--- src/rtl/sram_ctrl_if.sv ---
// Request/response bundle between the load/store path (master) and
// the SRAM row controller (slave).
interface sram_ctrl_if #(
  parameter int ADDR_W = 4,
  parameter int DATA_W = 32
);
  logic              req_valid;
  logic              req_ready;
  logic              req_we;
  logic [ADDR_W-1:0] req_addr;
  logic [DATA_W-1:0] req_wdata;
  logic              rsp_valid;
  logic              rsp_ready;
  logic              rsp_we;
  logic [DATA_W-1:0] rsp_rdata;

  modport master (
    output req_valid, req_we, req_addr, req_wdata, rsp_ready,
    input  req_ready, rsp_valid, rsp_we, rsp_rdata
  );

  modport slave (
    input  req_valid, req_we, req_addr, req_wdata, rsp_ready,
    output req_ready, rsp_valid, rsp_we, rsp_rdata
  );
endinterface

--- src/rtl/sram_ctrl.sv ---
// SRAM row controller: latches one word request, sequences word line and
// read/write strobes with fully registered array-side outputs, returns a response.
module sram_ctrl #(
  parameter  int ADDR_W    = 4,
  parameter  int DATA_W    = 32,
  parameter  int PULSE_CYC = 2,
  localparam int DEPTH     = 2**ADDR_W
) (
  input  logic                    clk,
  input  logic                    rst_n,
  sram_ctrl_if.slave              bus,
  output logic [DEPTH-1:0]        wl,
  output logic [DATA_W-1:0]       arr_wdata,
  output logic                    read_pulse,
  output logic                    write_pulse,
  input  logic [DEPTH*DATA_W-1:0] arr_rdata
);

  localparam int CNT_W = 4;

  localparam logic [2:0] ST_IDLE   = 3'd0;
  localparam logic [2:0] ST_DECODE = 3'd1;
  localparam logic [2:0] ST_SETUP  = 3'd2;
  localparam logic [2:0] ST_PULSE  = 3'd3;
  localparam logic [2:0] ST_HOLD   = 3'd4;
  localparam logic [2:0] ST_RESP   = 3'd5;

  logic [2:0]        state_q,     state_d;
  logic [ADDR_W-1:0] addr_q,      addr_d;
  logic              we_q,        we_d;
  logic [DATA_W-1:0] wdata_q,     wdata_d;
  logic [CNT_W-1:0]  cnt_q,       cnt_d;
  logic [DEPTH-1:0]  wl_q,        wl_d;
  logic [DATA_W-1:0] arr_wdata_q, arr_wdata_d;
  logic              rpulse_q,    rpulse_d;
  logic              wpulse_q,    wpulse_d;
  logic              rsp_valid_q, rsp_valid_d;
  logic              rsp_we_q,    rsp_we_d;
  logic [DATA_W-1:0] rsp_rdata_q, rsp_rdata_d;

  assign bus.req_ready = (state_q == ST_IDLE) && rst_n;
  assign bus.rsp_valid = rsp_valid_q;
  assign bus.rsp_we    = rsp_we_q;
  assign bus.rsp_rdata = rsp_rdata_q;
  assign wl            = wl_q;
  assign arr_wdata     = arr_wdata_q;
  assign read_pulse    = rpulse_q;
  assign write_pulse   = wpulse_q;

  always_comb begin
    state_d     = state_q;
    addr_d      = addr_q;
    we_d        = we_q;
    wdata_d     = wdata_q;
    cnt_d       = cnt_q;
    wl_d        = wl_q;
    arr_wdata_d = arr_wdata_q;
    rpulse_d    = rpulse_q;
    wpulse_d    = wpulse_q;
    rsp_valid_d = rsp_valid_q;
    rsp_we_d    = rsp_we_q;
    rsp_rdata_d = rsp_rdata_q;
    case (state_q)
      ST_IDLE: begin
        if (bus.req_valid) begin
          addr_d  = bus.req_addr;
          we_d    = bus.req_we;
          wdata_d = bus.req_wdata;
          state_d = ST_DECODE;
        end
      end
      // Word line and bitline data are registered out of the latched request,
      // so they first appear one cycle after the accept edge.
      ST_DECODE: begin
        wl_d         = '0;
        wl_d[addr_q] = 1'b1;
        arr_wdata_d  = we_q ? wdata_q : '0;
        state_d      = ST_SETUP;
      end
      ST_SETUP: begin
        rpulse_d = !we_q;
        wpulse_d = we_q;
        cnt_d    = CNT_W'(PULSE_CYC);
        state_d  = ST_PULSE;
      end
      ST_PULSE: begin
        if (cnt_q == CNT_W'(1)) begin
          rpulse_d = 1'b0;
          wpulse_d = 1'b0;
          state_d  = ST_HOLD;
        end else begin
          cnt_d = cnt_q - CNT_W'(1);
        end
      end
      ST_HOLD: begin
        wl_d        = '0;
        arr_wdata_d = '0;
        rsp_valid_d = 1'b1;
        rsp_we_d    = we_q;
        rsp_rdata_d = we_q ? '0 : arr_rdata[int'(addr_q)*DATA_W +: DATA_W];
        state_d     = ST_RESP;
      end
      ST_RESP: begin
        if (bus.rsp_ready) begin
          rsp_valid_d = 1'b0;
          state_d     = ST_IDLE;
        end
      end
      default: state_d = ST_IDLE;
    endcase
  end

  always_ff @(posedge clk or negedge rst_n) begin
    if (!rst_n) begin
      state_q     <= ST_IDLE;
      addr_q      <= '0;
      we_q        <= 1'b0;
      wdata_q     <= '0;
      cnt_q       <= '0;
      wl_q        <= '0;
      arr_wdata_q <= '0;
      rpulse_q    <= 1'b0;
      wpulse_q    <= 1'b0;
      rsp_valid_q <= 1'b0;
      rsp_we_q    <= 1'b0;
      rsp_rdata_q <= '0;
    end else begin
      state_q     <= state_d;
      addr_q      <= addr_d;
      we_q        <= we_d;
      wdata_q     <= wdata_d;
      cnt_q       <= cnt_d;
      wl_q        <= wl_d;
      arr_wdata_q <= arr_wdata_d;
      rpulse_q    <= rpulse_d;
      wpulse_q    <= wpulse_d;
      rsp_valid_q <= rsp_valid_d;
      rsp_we_q    <= rsp_we_d;
      rsp_rdata_q <= rsp_rdata_d;
    end
  end

endmodule

--- src/flat_wrapper.sv ---
// flat-port wrapper written by rule: the top's interface ports become plain ports
module sram_ctrl_flat 
#(
  parameter  int ADDR_W    = 4,
  parameter  int DATA_W    = 32,
  parameter  int PULSE_CYC = 2,
  localparam int DEPTH     = 2**ADDR_W
)
  (clk, rst_n, wl, arr_wdata, read_pulse, write_pulse, arr_rdata, bus_req_valid, bus_req_we, bus_req_addr, bus_req_wdata, bus_rsp_ready, bus_req_ready, bus_rsp_valid, bus_rsp_we, bus_rsp_rdata);
  sram_ctrl_if #(.ADDR_W(ADDR_W), .DATA_W(DATA_W)) bus_i ();
  input  logic clk;
  input  logic rst_n;
  output logic [DEPTH-1:0] wl;
  output logic [DATA_W-1:0] arr_wdata;
  output logic read_pulse;
  output logic write_pulse;
  input  logic [DEPTH*DATA_W-1:0] arr_rdata;
  input wire logic [$bits(bus_i.req_valid)-1:0] bus_req_valid;
  input wire logic [$bits(bus_i.req_we)-1:0] bus_req_we;
  input wire logic [$bits(bus_i.req_addr)-1:0] bus_req_addr;
  input wire logic [$bits(bus_i.req_wdata)-1:0] bus_req_wdata;
  input wire logic [$bits(bus_i.rsp_ready)-1:0] bus_rsp_ready;
  output wire logic [$bits(bus_i.req_ready)-1:0] bus_req_ready;
  output wire logic [$bits(bus_i.rsp_valid)-1:0] bus_rsp_valid;
  output wire logic [$bits(bus_i.rsp_we)-1:0] bus_rsp_we;
  output wire logic [$bits(bus_i.rsp_rdata)-1:0] bus_rsp_rdata;
  assign bus_i.req_valid = bus_req_valid;
  assign bus_i.req_we = bus_req_we;
  assign bus_i.req_addr = bus_req_addr;
  assign bus_i.req_wdata = bus_req_wdata;
  assign bus_i.rsp_ready = bus_rsp_ready;
  assign bus_req_ready = bus_i.req_ready;
  assign bus_rsp_valid = bus_i.rsp_valid;
  assign bus_rsp_we = bus_i.rsp_we;
  assign bus_rsp_rdata = bus_i.rsp_rdata;
  sram_ctrl #(.ADDR_W(ADDR_W), .DATA_W(DATA_W), .PULSE_CYC(PULSE_CYC)) u_core (.clk(clk), .rst_n(rst_n), .bus(bus_i), .wl(wl), .arr_wdata(arr_wdata), .read_pulse(read_pulse), .write_pulse(write_pulse), .arr_rdata(arr_rdata));
endmodule
--- config.mk ---
export PLATFORM = sky130hd
export DESIGN_NAME = sram_ctrl_flat
export DESIGN_NICKNAME = d
export VERILOG_FILES = /design/src/rtl/sram_ctrl_if.sv /design/src/rtl/sram_ctrl.sv /design/src/flat_wrapper.sv
export SDC_FILE = /design/constraint.sdc
export NUM_CORES = 1
export LEC_CHECK = 0
export CORE_AREA = 2 2 245 247
export CTS_CLUSTER_SIZE = 30
export DETAILED_ROUTE_END_ITERATION = 12
export DIE_AREA = 0 0 247 249
export HOLD_SLACK_MARGIN = 0.05
export PLACE_DENSITY = 0.39
export REMOVE_ABC_BUFFERS = 1
export SLEW_MARGIN = 25
export SYNTH_ARGS = -nofsm -noshare
export SYNTH_HDL_FRONTEND = slang
export SYNTH_SLANG_ARGS = --single-unit
--- constraint.sdc ---
create_clock -name clk -period 1.8 [get_ports clk]
set_input_delay 0.18 -clock clk [delete_from_list [all_inputs] [get_ports clk]]
set_output_delay 0.18 -clock clk [all_outputs]
set_load 0.005 [all_outputs]
# Yosys cells after proc, flatten, opt, wreduce, memory -nomap -nowiden
# Index checks and enable logic that the tools add are counted.
# W data, S select, Z words.
# op_classes
shift,1
n_eq_ne,10
order_cmp,2
n_addsub,1
muxes,17
reduce_logical,12
# op_table
cell,n
$shiftx A512 B10 Y32,1
$mux W32,2
$pmux W32 S2,1
$pmux W16 S2,1
$pmux W3 S6,1
$mux W3,3
$pmux W4 S2,1
$reduce_and A2 Y1,4
$eq A3 B2 Y1 const B,2
$eq A3 B3 Y1 const B,2
$ne A2 B2 Y1 const B,3
$pmux W1 S2,3
$reduce_bool A2 Y1,3
$lt A4 B5 Y1 const B,1
$demux W1 S4,1
$eq A4 B1 Y1 const B,1
$ge A4 B1 Y1 const B,1
$mux W4,1
$sub A4 B1 Y4 const B,1
$eq A3 B1 Y1 const B,1
$logic_not A3 Y1,1
$mux W1,3
$reduce_and A3 Y1,1
$logic_and A1 B1 Y1,2
2 further kinds,2
# totals
wordCells,55
regBits,128

# Depth between registers and ports, before layout
# Gate-level depths: netlist of the first run.
# logic_depth
word_depth,5
ltp_mapped,7
mapped_depth_nobuf,6

# Worst setup path after synthesis of the first run
# Ideal clock, no wire load.
# synth_path
kind,reg-to-reg
start,reg u_core.addr_q[2]
end,reg u_core.rsp_rdata_q[23] (netlist: u_core.bus.rsp_rdata[23])
t_required_ns,1.679
setup_time_ns,0.121
arrival_time_ns,1.642
path_stages_with_launch,7
setup_slack_ns,0.037
cell_sequence,dfrtp_1 > buf_6 > buf_2 > mux4_2 > a22oi_1 > nand3_1 > a22o_1
# synth_via
elab_chain_cells,2
# synth_lines
item,line_no,text
start: declaration,sram_ctrl.sv:29,"logic [ADDR_W-1:0] addr_q, addr_d;"
start signal: assignment,sram_ctrl.sv:129,addr_q <= addr_d;
$shiftx A512 B10 Y32,sram_ctrl.sv:100,rsp_rdata_d = we_q ? '0 : arr_rdata[int'(addr_q)*DATA_W +: DATA_W];
$mux W32,sram_ctrl.sv:100,
end signal: assignment,sram_ctrl.sv:139,rsp_rdata_q <= rsp_rdata_d;
end: declaration,sram_ctrl.sv:39,"logic [DATA_W-1:0] rsp_rdata_q, rsp_rdata_d;"
# Every way passes these cells.
# A chain may end at the register's enable or synchronous reset.

# Worst setup path after layout of the first run
# layout_path
start,reg u_core.addr_q[2]
end,reg u_core.rsp_rdata_q[4] (netlist: u_core.bus.rsp_rdata[4])
# The elaborated chain is that of the path after synthesis.

==> impl_metrics.sql, run 1 <==
INSERT INTO impl_metrics (metric_group, metric, value, unit) VALUES
('outcome', 'status', 'complete, but fails checks', ''),
('outcome', 'violations_in_the_final_reports', 'negative setup slack', ''),
('synthesis', 'syn_inst', '642', ''),
('synthesis', 'netlist.area_leader.share', '37.2', '%'),
('routing', 'drt_pass1_iterations', '5', ''),
('routing', 'ant_nets', '0', ''),
('synthesis', 'post_synth_edffs', '0', ''),
('synthesis', 'ys_ff_latch', '128', ''),
('worst_setup_path', 'path_class', 'reg -> reg', ''),
('clock_tree', 'cts.path.max_buffers', '2', ''),
('worst_setup_path', 'crit_fanout', '7', ''),
('sta', 'worst_slew_pin_slew', '0.799', 'ns'),
('synthesis', 'sequential_area_share_after_synthesis', '37.2', '%'),
('worst_setup_path', 'cp-end-kind', 'flip-flop', ''),
('sta', 'final_hold_viol_count', '0', ''),
('worst_setup_path', 'sort_of_element_at_the_start_of_the_critical_path', 'flip-flop', ''),
('worst_hold_path', 'hold_class', 'in -> reg', ''),
('clock_tree', 'clk_root_buffer_cell', 'sky130_fd_sc_hd__clkbuf_16', ''),
('synthesis', 'cell_type_contributing_the_most_total_cell_area_after_synthesis', 'sky130_fd_sc_hd__dfrtp_1', ''),
('floorplan', 'die_width', '247', 'um'),
('placed_design', 'dp_worst_setup_slack', '-0.322', 'ns'),
('clock_tree', 'clock_tree_from_tritoncts', 'done', ''),
('placed_design', 'post_dp_cell_area', '0.0163', 'mm^2'),
('floorplan', 'core.rowCount', '89', ''),
('floorplan', 'die_y', '249', 'um'),
('sta', 'maxSlewHeadroom', '46.7', '%'),
('sta', 'setup_failing_eps_final', '32', ''),
('pwr', 'peakVddDrop', '0.000948', 'V'),
('synthesis', 'synth.top_cells.by_area', 'sky130_fd_sc_hd__dfrtp_1 37%, sky130_fd_sc_hd__mux4_2 33%, sky130_fd_sc_hd__a22o_1 7.4%', ''),
('synthesis', 'synthesized_cell_area', '0.00862', 'mm^2'),
('sta', 'finalCritPeriodShare', '110', '%'),
('synthesis', 'netlist_top_cells_count', '128 x sky130_fd_sc_hd__dfrtp_1, 128 x sky130_fd_sc_hd__mux4_2, 73 x sky130_fd_sc_hd__a22o_1', ''),
('clock_tree', 'cts_inserted_buffers', '17', ''),
('placed_design', 'dp.cells', '2036', ''),
('placed_design', 'gp_routability_congestion', '0.872', ''),
('floorplan', 'placeableCoreArea', '0.0587', 'mm^2'),
('worst_setup_path', 'cp_data_required_time', '2.14', 'ns'),
('final_layout', 'fraction_of_layout_cells_with_a_size_suffix_above_1', '25.5', '%'),
('routing', 'drc', '0', ''),
('final_layout', 'flow.area_growth_from_synthesis', '105', '%'),
('final_layout', 'n_fill_cell', '6002', ''),
('routing', 'drt_iter0_drc', '436', ''),
('floorplan', 'dieArea', '0.0615', 'mm^2'),
('global_route', 'gr-usage-all-layers', '18.4', '%'),
('sta', 'grt_setup_unrepaired', 'true', ''),
('routing', 'detailroute.via_count', '9101', ''),
('synthesis', 'post_synth.cell_area_avg', '13.4', 'um^2'),
('pwr', 'total_leakage_power', '0.00665', 'uW'),
('clock_tree', 'ctsHtreeMaxLevel', '4', ''),
('routing', 'route.detailed.vias_per_inst', '4.30', ''),
('final_layout', 'layoutNonFillerInstCount', '2117', ''),
('synthesis', 'postSynth.asyncResetShare', '100', '%'),
('synthesis', 'postSynth.topFlopCell', 'sky130_fd_sc_hd__dfrtp_1', ''),
('sta', 'timing.final.max_slew_violations', '0', ''),
('clock_tree', 'clock-sinks', '128', ''),
('floorplan', 'boundaryPins', '638', ''),
('pwr', 'power.density', '1390', 'mW/mm^2'),
('synthesis', 'synth_cell_types', '33', ''),
('pwr', 'power', '24500', 'uW'),
('clock_tree', 'worstSkewPairLatency', '0.45', 'ns'),
('global_route', 'grt_pass1_vias', '10100', ''),
('routing', 'wire_length_per_cell', '27.1', 'um'),
('worst_setup_path', 'worst_ep_arrival_time', '2.32', 'ns'),
('clock_tree', 'clkTransAtPathRegs', '0.07', 'ns'),
('synthesis', 'yosys_warnings', '0', ''),
('placed_design', 'detailed_place_hpwl', '46600', 'um'),
('global_route', 'grt_first_pass_wirelength', '79200', 'um'),
('sta', 'setup_ws_final', '-0.187', 'ns'),
('routing', 'wirelength', '57400', 'um'),
('sta', 'maxClockFrequency', '0.503', 'GHz'),
('placed_design', 'portBuffers', '637', ''),
('global_route', 'grt.overflow.total', '0', ''),
('final_layout', 'nets', '1871', ''),
('sta', 'min_period', '1.99', 'ns'),
('global_route', 'antenna_violations_before_repair', '28', ''),
('global_route', 'grt_max_degree', '129', ''),
('sta', 'clock_skew', '0.0151', 'ns'),
('flow_run', 'drv.max_cap_violation_count', '0', ''),
('final_layout', 'layout.cell_area.non_filler', '0.0177', 'mm^2'),
('floorplan', 'floorplan.initialDensity', '14.7', '%');
## registers in the layout, indices dropped and copies added, names as in the netlist
signal                cells
u_core.addr_q             4
u_core.arr_wdata         32
u_core.bus.rsp_rdata     32
u_core.bus.rsp_valid      1
u_core.bus.rsp_we         1
u_core.cnt_q              4
u_core.read_pulse         1
u_core.state_q            3
u_core.wdata_q           32
u_core.we_q               1
u_core.wl                16
u_core.write_pulse        1
## worst paths after layout
check	slack [ns]	to	from	depth (start not counted)
worst max-delay path	-0.19	u_core.bus.rsp_rdata[4]	u_core.addr_q[2]	6
worst min-delay path	0.36	u_core.wdata_q[24]	bus_req_wdata[24]	2
worst max register to register	-0.19	u_core.bus.rsp_rdata[4]	u_core.addr_q[2]	6
worst min register to register	0.48	u_core.bus.rsp_valid	u_core.bus.rsp_valid	2
max in group asynchronous	0.66	u_core.addr_q[2]	rst_n	3
min in group asynchronous	0.44	u_core.arr_wdata[14]	rst_n	3
## layer usage
| metal | vias to the layer above | GRT usage [%] | part of all wire [%] |
|---|---|---|---|
| met5 | - | 0 | 0.26 |
| met4 | 22 | 6.92 | 2.5 |
| met3 | 81 | 6.17 | 8.2 |
| met2 | 400 | 31.5 | 50 |
| met1 | 4590 | 21.1 | 39 |
| li1 | 4008 | - | - |
## critical path: stages, from the launching register on
cell                      delay (ns)
sky130_fd_sc_hd__dfrtp_4        0.47
sky130_fd_sc_hd__buf_12         0.17
sky130_fd_sc_hd__buf_16         0.15
sky130_fd_sc_hd__mux4_2         0.52
sky130_fd_sc_hd__a22oi_2        0.27
sky130_fd_sc_hd__nand3_1        0.11
sky130_fd_sc_hd__a22o_1         0.18
## cell usage in the layout (no fill, tap or decap), types with 5 or more instances in the layout
cell type                         count
sky130_fd_sc_hd__buf_12              27
sky130_fd_sc_hd__nand2_1             45
sky130_fd_sc_hd__mux2_2              38
sky130_fd_sc_hd__a22oi_1             11
sky130_fd_sc_hd__buf_6               11
sky130_fd_sc_hd__a22oi_2             22
sky130_fd_sc_hd__dfrtp_1            124
sky130_fd_sc_hd__inv_1                5
sky130_fd_sc_hd__clkbuf_16           19
sky130_fd_sc_hd__o21ai_0              9
sky130_fd_sc_hd__clkdlybuf4s50_1    635
sky130_fd_sc_hd__diode_2             15
sky130_fd_sc_hd__mux4_2             128
sky130_fd_sc_hd__buf_4               44
sky130_fd_sc_hd__a22o_1              73
sky130_fd_sc_hd__bufinv_16            5
sky130_fd_sc_hd__nand3_1             56
sky130_fd_sc_hd__nand3_2              9
sky130_fd_sc_hd__nand2b_1             5
## cells by family (layout without fill, tap and decap cells)
kind of cell | Yosys count | count (layout) | synth area share [%]
adders and majority gates | 2 | 2 | 0.290
muxes | 166 | 166 | 38.4
xor gates and xnor gates | 1 | 1 | 0.102
AOI/OAI and AO/OA | 128 | 128 | 12.0
and+or+nand+nor | 139 | 140 | 7.68
buffers and inverters | 78 | 764 | 4.30
DFF | 128 | 128 | 37.2
other | 0 | 15 | 0
## power by group
part / total, uW / switching, uW / internal [uW] / leakage, uW
clock: 4050 / 1530 / 2520 / 0.000314
sequential: 5150 / 888 / 4260 / 0.00163
combinational: 15300 / 6400 / 8950 / 0.00471
## stage by stage
stage	hold slack (ns)	TNS, ns	util, %
after floorplan	-0.116	-220.49	-
after global placement	0.384	-3.63	27.8
after detailed placement	0.382	-4.33	27.8
after CTS	0.322	-4.17	29.7
after global routing	0.334	-5.31	30.1
final	0.358	-3.09	30.2
## final cells by class
| cell class | instances | area (um^2) | area share [%] |
|---|---|---|---|
| diodes | 15 | 37.5 | 0.212 |
| flip-flops and latches | 128 | 3210 | 18.2 |
| multi-input cells | 437 | 5260 | 29.7 |
| inverters | 5 | 18.8 | 0.106 |
| well taps | 773 | 967 | 5.46 |
| clock buffers | 18 | 439 | 2.48 |
| repair buffers | 727 | 7540 | 42.6 |
| clock inverters | 14 | 225 | 1.27 |
## repair_timing
| item | in CTS | in global routing |
|---|---|---|
| gates resized for setup | 40 | 30 |
| hold buffers | 1 | 0 |
| pin swaps | 24 | 19 |
| endpoints found under the hold margin | 128 | 0 |
| gates cloned | 3 | 2 |
| setup endpoints to repair | 37 | 37 |
| setup buffers | 16 | 14 |
Note: power is estimated with default switching activity, not from simulation.
==> run 2, diff against run 1 <==
--- a/config.mk
+++ b/config.mk
@@ -5,12 +5,13 @@
 export SDC_FILE = /design/constraint.sdc
 export NUM_CORES = 1
 export LEC_CHECK = 0
-export CORE_AREA = 2 2 245 247
+export ABC_AREA = 1
+export CORE_AREA = 2 2 250 252
 export CTS_CLUSTER_SIZE = 30
 export DETAILED_ROUTE_END_ITERATION = 12
-export DIE_AREA = 0 0 247 249
+export DIE_AREA = 0 0 252 254
 export HOLD_SLACK_MARGIN = 0.05
-export PLACE_DENSITY = 0.39
+export PLACE_DENSITY = 0.42
 export REMOVE_ABC_BUFFERS = 1
 export SLEW_MARGIN = 25
 export SYNTH_ARGS = -nofsm -noshare
==> run 2 against run 1 <==
Net effect:
- the run now ends clean
- critical path type unchanged
- final cell count grew 58%
- critical path depth is 5 higher
- area after synthesis grew 24%
- register-to-register slack gained 0.22 ns
- sequential power shrank 8.5%
- highest routed layer unchanged
- first-iteration DRC count increased by 61%
- flip-flop and latch count stayed put
- final area is 9.5% higher
==> impl_metrics.sql, run 2 <==
INSERT INTO impl_metrics (metric_group, metric, value, unit) VALUES
('synthesis', 'postSynth.asyncResetShare', '100', '%'),
('synthesis', 'synthesized_cell_area', '0.0107', 'mm^2'),
('sta', 'setup_failing_eps_final', '0', ''),
('worst_setup_path', 'path_class', 'reg -> reg', ''),
('floorplan', 'floorplan.initialDensity', '17.5', '%'),
('worst_hold_path', 'hold_class', 'in -> reg', ''),
('floorplan', 'dieArea', '0.0640', 'mm^2'),
('worst_setup_path', 'reg2reg_from', 'u_core.addr_q[0]', ''),
('clock_tree', 'cts_inserted_buffers', '17', ''),
('sta', 'setup_ws_final', '0.0319', 'ns'),
('routing', 'drc', '0', ''),
('final_layout', 'multiInputGateArea', '0.00689', 'mm^2'),
('clock_tree', 'ctsHtreeMaxLevel', '4', ''),
('sta', 'timing.final.max_slew_violations', '0', ''),
('global_route', 'grt_max_degree', '129', ''),
('sta', 'grt_setup_unrepaired', 'true', ''),
('final_layout', 'nets', '3106', ''),
('clock_tree', 'clk_root_buffer_cell', 'sky130_fd_sc_hd__clkbuf_16', ''),
('routing', 'drt_iter0_drc', '703', ''),
('final_layout', 'layoutNonFillerInstCount', '3355', ''),
('pwr', 'total_leakage_power', '0.00975', 'uW'),
('sta', 'min_period', '1.77', 'ns'),
('placed_design', 'dp_worst_setup_slack', '-0.0489', 'ns'),
('pwr', 'peakVddDrop', '0.000654', 'V'),
('floorplan', 'boundaryPins', '638', ''),
('final_layout', 'seq_area', '0.00321', 'mm^2'),
('sta', 'maxClockFrequency', '0.566', 'GHz'),
('synthesis', 'syn_inst', '1940', ''),
('worst_setup_path', 'reg2reg_to', 'u_core.bus.rsp_rdata[20]', ''),
('placed_design', 'detailed_place_hpwl', '46000', 'um'),
('synthesis', 'post_synth.cell_area_avg', '5.51', 'um^2'),
('clock_tree', 'worstSkewPairLatency', '0.44', 'ns'),
('synthesis', 'cell_type_contributing_the_most_total_cell_area_after_synthesis', 'sky130_fd_sc_hd__nand2_1', ''),
('synthesis', 'postSynth.topFlopCell', 'sky130_fd_sc_hd__dfrtp_1', ''),
('synthesis', 'netlist_top_cells_count', '1462 x sky130_fd_sc_hd__nand2_1, 128 x sky130_fd_sc_hd__dfrtp_1, 60 x sky130_fd_sc_hd__buf_2', ''),
('synthesis', 'sequential_area_share_after_synthesis', '30.0', '%'),
('placed_design', 'dp.cells', '3301', ''),
('routing', 'wire_length_per_cell', '18.3', 'um'),
('worst_setup_path', 'timing.reg2reg.worst_path_depth', '11', ''),
('clock_tree', 'clkTransAtPathRegs', '0.07', 'ns'),
('sta', 'finalCritPeriodShare', '98.2', '%'),
('global_route', 'gr-usage-all-layers', '18.2', '%'),
('outcome', 'status', 'complete, no violations', ''),
('worst_setup_path', 'worst_ep_arrival_time', '2.11', 'ns'),
('global_route', 'grt_first_pass_wirelength', '87100', 'um'),
('sta', 'setup_tns', '0', 'ns'),
('routing', 'drt_pass1_iterations', '5', ''),
('sta', 'final_hold_viol_count', '0', ''),
('synthesis', 'synth_cell_types', '21', ''),
('global_route', 'grt_pass1_vias', '14300', ''),
('routing', 'detailroute.via_count', '14100', ''),
('synthesis', 'post_synth_edffs', '0', ''),
('flow_run', 'drv.max_cap_violation_count', '0', ''),
('sta', 'clock_skew', '0.00837', 'ns'),
('synthesis', 'ys_ff_latch', '128', ''),
('floorplan', 'die_width', '252', 'um'),
('final_layout', 'flow.area_growth_from_synthesis', '81.2', '%'),
('final_layout', 'fraction_of_layout_cells_with_a_size_suffix_above_1', '7.92', '%'),
('synthesis', 'yosys_warnings', '0', ''),
('pwr', 'power.density', '1290', 'mW/mm^2'),
('worst_setup_path', 'regToRegSetupSlack', '0.03', 'ns'),
('placed_design', 'gp_routability_congestion', '0.838', ''),
('worst_setup_path', 'crit_fanout', '7', ''),
('clock_tree', 'clock-sinks', '128', ''),
('synthesis', 'netlist.area_leader.share', '51.3', '%'),
('floorplan', 'placeableCoreArea', '0.0613', 'mm^2'),
('worst_setup_path', 'cp-endpoint', 'u_core.bus.rsp_rdata[20]', ''),
('final_layout', 'layout.cells.most_common', 'sky130_fd_sc_hd__nand2_1', ''),
('worst_setup_path', 'cp-end-kind', 'flip-flop', ''),
('floorplan', 'core.rowCount', '91', ''),
('synthesis', 'synthMostInstantiatedCell', 'sky130_fd_sc_hd__nand2_1', ''),
('worst_setup_path', 'sort_of_element_at_the_start_of_the_critical_path', 'flip-flop', ''),
('clock_tree', 'clock_tree_from_tritoncts', 'done', ''),
('routing', 'ant_nets', '0', ''),
('global_route', 'antenna_violations_before_repair', '6', ''),
('worst_setup_path', 'cp_data_required_time', '2.14', 'ns'),
('routing', 'wirelength', '61300', 'um'),
('floorplan', 'die_y', '254', 'um'),
('final_layout', 'most-common-layout-cells', '1427 x sky130_fd_sc_hd__nand2_1, 635 x sky130_fd_sc_hd__clkdlybuf4s50_1, 126 x sky130_fd_sc_hd__dfrtp_1, 53 x sky130_fd_sc_hd__o21ai_0, 51 x sky130_fd_sc_hd__nand3_1', ''),
('sta', 'worst_slew_pin_slew', '0.759', 'ns'),
('global_route', 'grt.overflow.total', '0', ''),
('final_layout', 'final_util', '31.6', '%'),
('placed_design', 'portBuffers', '637', ''),
('worst_setup_path', 'worstSetupStartpoint', 'u_core.addr_q[0]', ''),
('clock_tree', 'cts.path.max_buffers', '2', ''),
('final_layout', 'n_fill_cell', '6791', ''),
('synthesis', 'synth.top_cells.by_area', 'sky130_fd_sc_hd__nand2_1 51%, sky130_fd_sc_hd__dfrtp_1 30%, sky130_fd_sc_hd__mux2_2 3.4%', ''),
('routing', 'route.detailed.vias_per_inst', '4.19', ''),
('sta', 'maxSlewHeadroom', '49.4', '%');
run 2: worst min-delay path by stage:
stage / startpoint / to / slack, ns / cells after the start
after detailed placement: rst_n / u_core.arr_wdata[15] / 0.41 / 2
after CTS: bus_req_addr[1] / u_core.addr_q[1] / 0.26 / 3
final: bus_req_addr[1] / u_core.addr_q[1] / 0.30 / 3
after floorplan: rst_n / u_core.addr_q[0] / -0.12 / 0
after global placement: rst_n / u_core.wdata_q[4] / 0.41 / 2
after global routing: bus_req_addr[1] / u_core.addr_q[1] / 0.32 / 3
run 2: logic make-up after synthesis:
kind of cell / count (synthesis) / share of synthesized area, %
multiplexers: 32 / 3.37
adder cells (fa/ha/maj): 2 / 0.234
buffers and inverters: 147 / 7.33
flip-flops: 128 / 30.0
AND/OR/NAND/NOR: 1533 / 54.5
AO/OA/AOI/OAI: 98 / 4.63
run 2: layout make-up:
type | instances | share of cell area (%)
diodes | 1 | 0.0129
clock buffers | 17 | 2.20
clock inverters | 15 | 1.07
inverters | 21 | 0.484
multi-input cells | 1665 | 35.6
flip-flops and latches | 128 | 16.6
well taps | 790 | 5.10
repair buffers | 717 | 38.9
repair inverters | 1 | 0.0452
run 2: repair_timing:
action | CTS | global route
setup buffers | 6 | 5
pin swaps | 1 | 40
setup endpoints to repair | 2 | 30
hold buffers | 1 | 0
resized for setup | 7 | 63
cloned | 2 | 9
endpoints found under the hold margin | 128 | 0
run 2: critical path, stage by stage (launching register included):
cell                        delay, ns
sky130_fd_sc_hd__dfrtp_4         0.59
sky130_fd_sc_hd__buf_16          0.21
sky130_fd_sc_hd__buf_12          0.16
sky130_fd_sc_hd__clkbuf_16       0.15
sky130_fd_sc_hd__nand2_1         0.05
sky130_fd_sc_hd__nand2_1         0.05
sky130_fd_sc_hd__nand2_1         0.05
sky130_fd_sc_hd__nand2_1         0.08
sky130_fd_sc_hd__nand2_2         0.10
sky130_fd_sc_hd__nand2_2         0.06
sky130_fd_sc_hd__o21ai_2         0.10
sky130_fd_sc_hd__nand2_1         0.05
run 2: routing by layer:
metal / track usage (%) / routed length [um] / up-vias
met5: 0 / 49 / -
met4: 5.21 / 1310 / 8
met3: 4.03 / 3660 / 68
met2: 31.7 / 30100 / 468
met1: 22.4 / 26100 / 6399
li1: - / - / 7123
run 2: power breakdown:
part	total, uW	switching, uW	leakage, uW	internal [uW]
registers	4710	708	0.00163	4000
logic	16400	9340	0.00782	7100
clock network	3860	1530	0.000305	2330
run 2: through the flow:
step                hold slack (ns)  cell area [um^2]  total power, uW
floorplan                    -0.116              9990            11100
global placement              0.412             18200            20000
detailed placement            0.412             18200            20000
CTS                           0.265             19000            24500
global route                  0.320             19400            27400
finish                        0.302             19400            25000
==> run 3, diff against run 2 <==
--- a/config.mk
+++ b/config.mk
@@ -6,6 +6,7 @@
 export NUM_CORES = 1
 export LEC_CHECK = 0
 export ABC_AREA = 1
+export CAP_MARGIN = 30
 export CORE_AREA = 2 2 250 252
 export CTS_CLUSTER_SIZE = 30
 export DETAILED_ROUTE_END_ITERATION = 12
==> constraint.sdc (replaced) <==
create_clock -name clk -period 1.5 [get_ports clk]
set_input_delay 0.15 -clock clk [delete_from_list [all_inputs] [get_ports clk]]
set_output_delay 0.15 -clock clk [all_outputs]
set_load 0.005 [all_outputs]
==> run 3 against run 2 <==
Net effect:
- the flow now finishes with violations (negative setup slack)
- power is 24% higher
- die area stayed put
- worst hold slack worse by 0.044 ns
- clock power is 30% higher
- wire length is 2.1% higher
==> impl_metrics.sql, run 3 (synthesis gave the netlist of run 2 again) <==
INSERT INTO impl_metrics (metric_group, metric, value, unit) VALUES
('outcome', 'status', 'complete, but fails checks', ''),
('outcome', 'violations_in_the_final_reports', 'negative setup slack', ''),
('pwr', 'power.density', '1570', 'mW/mm^2'),
('sta', 'finalCritPeriodShare', '113', '%'),
('routing', 'ant_nets', '0', ''),
('routing', 'drt_pass1_iterations', '5', ''),
('final_layout', 'seq_area', '0.00321', 'mm^2'),
('worst_setup_path', 'crit_slowest_cell', 'sky130_fd_sc_hd__dfrtp_4', ''),
('final_layout', 'multiInputGateArea', '0.00693', 'mm^2'),
('sta', 'clock_skew', '0.0175', 'ns'),
('clock_tree', 'clk_root_buffer_cell', 'sky130_fd_sc_hd__clkbuf_16', ''),
('worst_setup_path', 'worstPathCellList', 'clkinv_8, buf_12, buf_16, nand2_1, nand2_1, nand2_1, nand2_2, nand2_1, nand2_1, o21ai_1, nand2_1', ''),
('global_route', 'grt_pass1_vias', '14400', ''),
('worst_setup_path', 'cp-endpoint', 'u_core.bus.rsp_rdata[30]', ''),
('clock_tree', 'ctsHtreeMaxLevel', '4', ''),
('worst_setup_path', 'cp-end-kind', 'flip-flop', ''),
('worst_hold_path', 'hold_class', 'in -> reg', ''),
('pwr', 'total_leakage_power', '0.0103', 'uW'),
('flow_run', 'drv.max_cap_violation_count', '0', ''),
('sta', 'grt_setup_unrepaired', 'true', ''),
('final_layout', 'layout.cell_area.non_filler', '0.0197', 'mm^2'),
('worst_setup_path', 'timing.reg2reg.worst_path_depth', '11', ''),
('sta', 'min_period', '1.69', 'ns'),
('routing', 'route.detailed.vias_per_inst', '4.21', ''),
('worst_setup_path', 'worst_ep_arrival_time', '2.04', 'ns'),
('sta', 'setup_ws_final', '-0.189', 'ns'),
('sta', 'setup_failing_eps_final', '33', ''),
('worst_setup_path', 'regToRegSetupSlack', '-0.19', 'ns'),
('worst_setup_path', 'critical-path-top-cell-by-count', 'sky130_fd_sc_hd__nand2_1', ''),
('floorplan', 'placeableCoreArea', '0.0613', 'mm^2'),
('placed_design', 'gp_routability_congestion', '0.868', ''),
('final_layout', 'layoutNonFillerInstCount', '3388', ''),
('worst_setup_path', 'critPathMaxStageDelay', '0.54', 'ns'),
('routing', 'detailroute.via_count', '14200', ''),
('worst_setup_path', 'worstSetupStartpoint', 'u_core.addr_q[0]', ''),
('floorplan', 'boundaryPins', '638', ''),
('worst_setup_path', 'reg2reg_to', 'u_core.bus.rsp_rdata[30]', ''),
('placed_design', 'dp_worst_setup_slack', '-0.207', 'ns'),
('pwr', 'peakVddDrop', '0.000943', 'V'),
('final_layout', 'most-common-layout-cells', '1420 x sky130_fd_sc_hd__nand2_1, 551 x sky130_fd_sc_hd__clkdlybuf4s50_1, 124 x sky130_fd_sc_hd__dfrtp_1, 81 x sky130_fd_sc_hd__dlygate4sd2_1, 57 x sky130_fd_sc_hd__buf_4', ''),
('worst_setup_path', 'path_class', 'reg -> reg', ''),
('final_layout', 'n_fill_cell', '6792', ''),
('sta', 'maxSlewHeadroom', '49.0', '%'),
('sta', 'timing.final.max_slew_violations', '0', ''),
('global_route', 'antenna_violations_before_repair', '10', ''),
('placed_design', 'dp.cells', '3321', ''),
('sta', 'setup_tns', '-4.71', 'ns'),
('floorplan', 'dieArea', '0.0640', 'mm^2'),
('final_layout', 'nets', '3137', ''),
('worst_setup_path', 'reg2reg_from', 'u_core.addr_q[0]', ''),
('sta', 'worst_slew_pin_slew', '0.765', 'ns'),
('worst_setup_path', 'cp_data_required_time', '1.85', 'ns'),
('floorplan', 'die_y', '254', 'um'),
('routing', 'drc', '0', ''),
('final_layout', 'final_util', '32.2', '%'),
('final_layout', 'flow.area_growth_from_synthesis', '84.5', '%'),
('routing', 'wire_length_per_cell', '18.5', 'um'),
('routing', 'wirelength', '62600', 'um'),
('placed_design', 'post_dp_cell_area', '0.0184', 'mm^2'),
('final_layout', 'layout.cells.most_common', 'sky130_fd_sc_hd__nand2_1', ''),
('placed_design', 'portBuffers', '637', ''),
('placed_design', 'detailed_place_hpwl', '46400', 'um'),
('worst_setup_path', 'crit_fanout', '12', ''),
('clock_tree', 'cts_inserted_buffers', '17', ''),
('clock_tree', 'clock-sinks', '128', ''),
('worst_setup_path', 'sort_of_element_at_the_start_of_the_critical_path', 'flip-flop', ''),
('global_route', 'grt_max_degree', '129', ''),
('floorplan', 'core.rowCount', '91', ''),
('sta', 'maxClockFrequency', '0.592', 'GHz'),
('floorplan', 'die_width', '252', 'um'),
('global_route', 'grt_first_pass_wirelength', '87200', 'um'),
('clock_tree', 'clock_tree_from_tritoncts', 'done', ''),
('clock_tree', 'cts.path.max_buffers', '2', ''),
('sta', 'final_hold_viol_count', '0', ''),
('final_layout', 'fraction_of_layout_cells_with_a_size_suffix_above_1', '9.56', '%'),
('floorplan', 'floorplan.initialDensity', '17.5', '%'),
('global_route', 'grt.overflow.total', '0', ''),
('clock_tree', 'worstSkewPairLatency', '0.47', 'ns'),
('clock_tree', 'clkTransAtPathRegs', '0.07', 'ns'),
('global_route', 'gr-usage-all-layers', '18.2', '%'),
('routing', 'drt_iter0_drc', '778', '');
[run 3: changes by cell type in the layout (fill, tap and decap cells not counted), sizes merged]
cell,delta
clkinvlp,-1
clkdlybuf4s15,-1
dlygate4sd2,+81
buf,+32
clkdlybuf4s50,-84
dlymetal6s2s,+3
bufinv,+2
inv,-2
diode,+2
clkbuf,+1
[run 3: layout make-up]
class | count | share of cell area [%]
Clock buffer | 17 | 2.16
Tap cell | 790 | 5.01
Sequential cell | 128 | 16.3
Clock inverter | 15 | 1.29
Antenna cell | 3 | 0.0380
Multi-Input combinational cell | 1665 | 35.1
Inverter | 21 | 0.476
Timing Repair Buffer | 749 | 39.6
[run 3: timing repair]
action	in CTS	in global routing
cloned	3	11
hold buffers	1	0
hold endpoints to repair	128	0
setup endpoints to repair	136	86
gates resized for setup	92	82
setup buffers	7	11
pin swaps	0	8
[run 3: through the flow]
stage          hold WS, ns  power [uW]
2_1_floorplan       -0.146       12600
3_3_place_gp         0.378       24600
3_5_place_dp         0.389       24700
4_1_cts              0.216       29900
5_1_grt              0.274       33700
6_report             0.258       30900
[run 3: report_power, final]
group	internal, uW	switching (uW)	leakage [uW]	total, uW
sequential	4800	793	0.00163	5600
combinational	8740	11600	0.00836	20300
clock	3140	1880	0.000329	5010
[run 3: worst max-delay path: cells and delay by family, from the launching register on]
family | cells | cell delay, ns
DFF | 1 | 0.54
and+or+nand+nor | 7 | 0.46
buffers and inverters | 3 | 0.44
AOI/OAI and AO/OA | 1 | 0.12
[run 3: per-layer routing]
metal,up-vias,part of all wire (%),global-route usage [%]
li1,7206,-,-
met5,-,0.15,0
met3,77,6.2,4.61
met1,6475,41,21.5
met2,475,50,32.0
met4,14,2.4,5.92
[run 3: worst min path at each step]
stage / slack, ns / from / to / cells past startpoint
2_1_floorplan: -0.15 / rst_n / u_core.addr_q[0] / 0
3_3_place_gp: 0.38 / rst_n / u_core.arr_wdata[28] / 2
3_5_place_dp: 0.39 / rst_n / u_core.arr_wdata[28] / 2
4_1_cts: 0.22 / bus_req_addr[1] / u_core.addr_q[1] / 3
5_1_grt: 0.27 / bus_req_addr[1] / u_core.addr_q[1] / 3
6_report: 0.26 / bus_req_addr[1] / u_core.addr_q[1] / 3
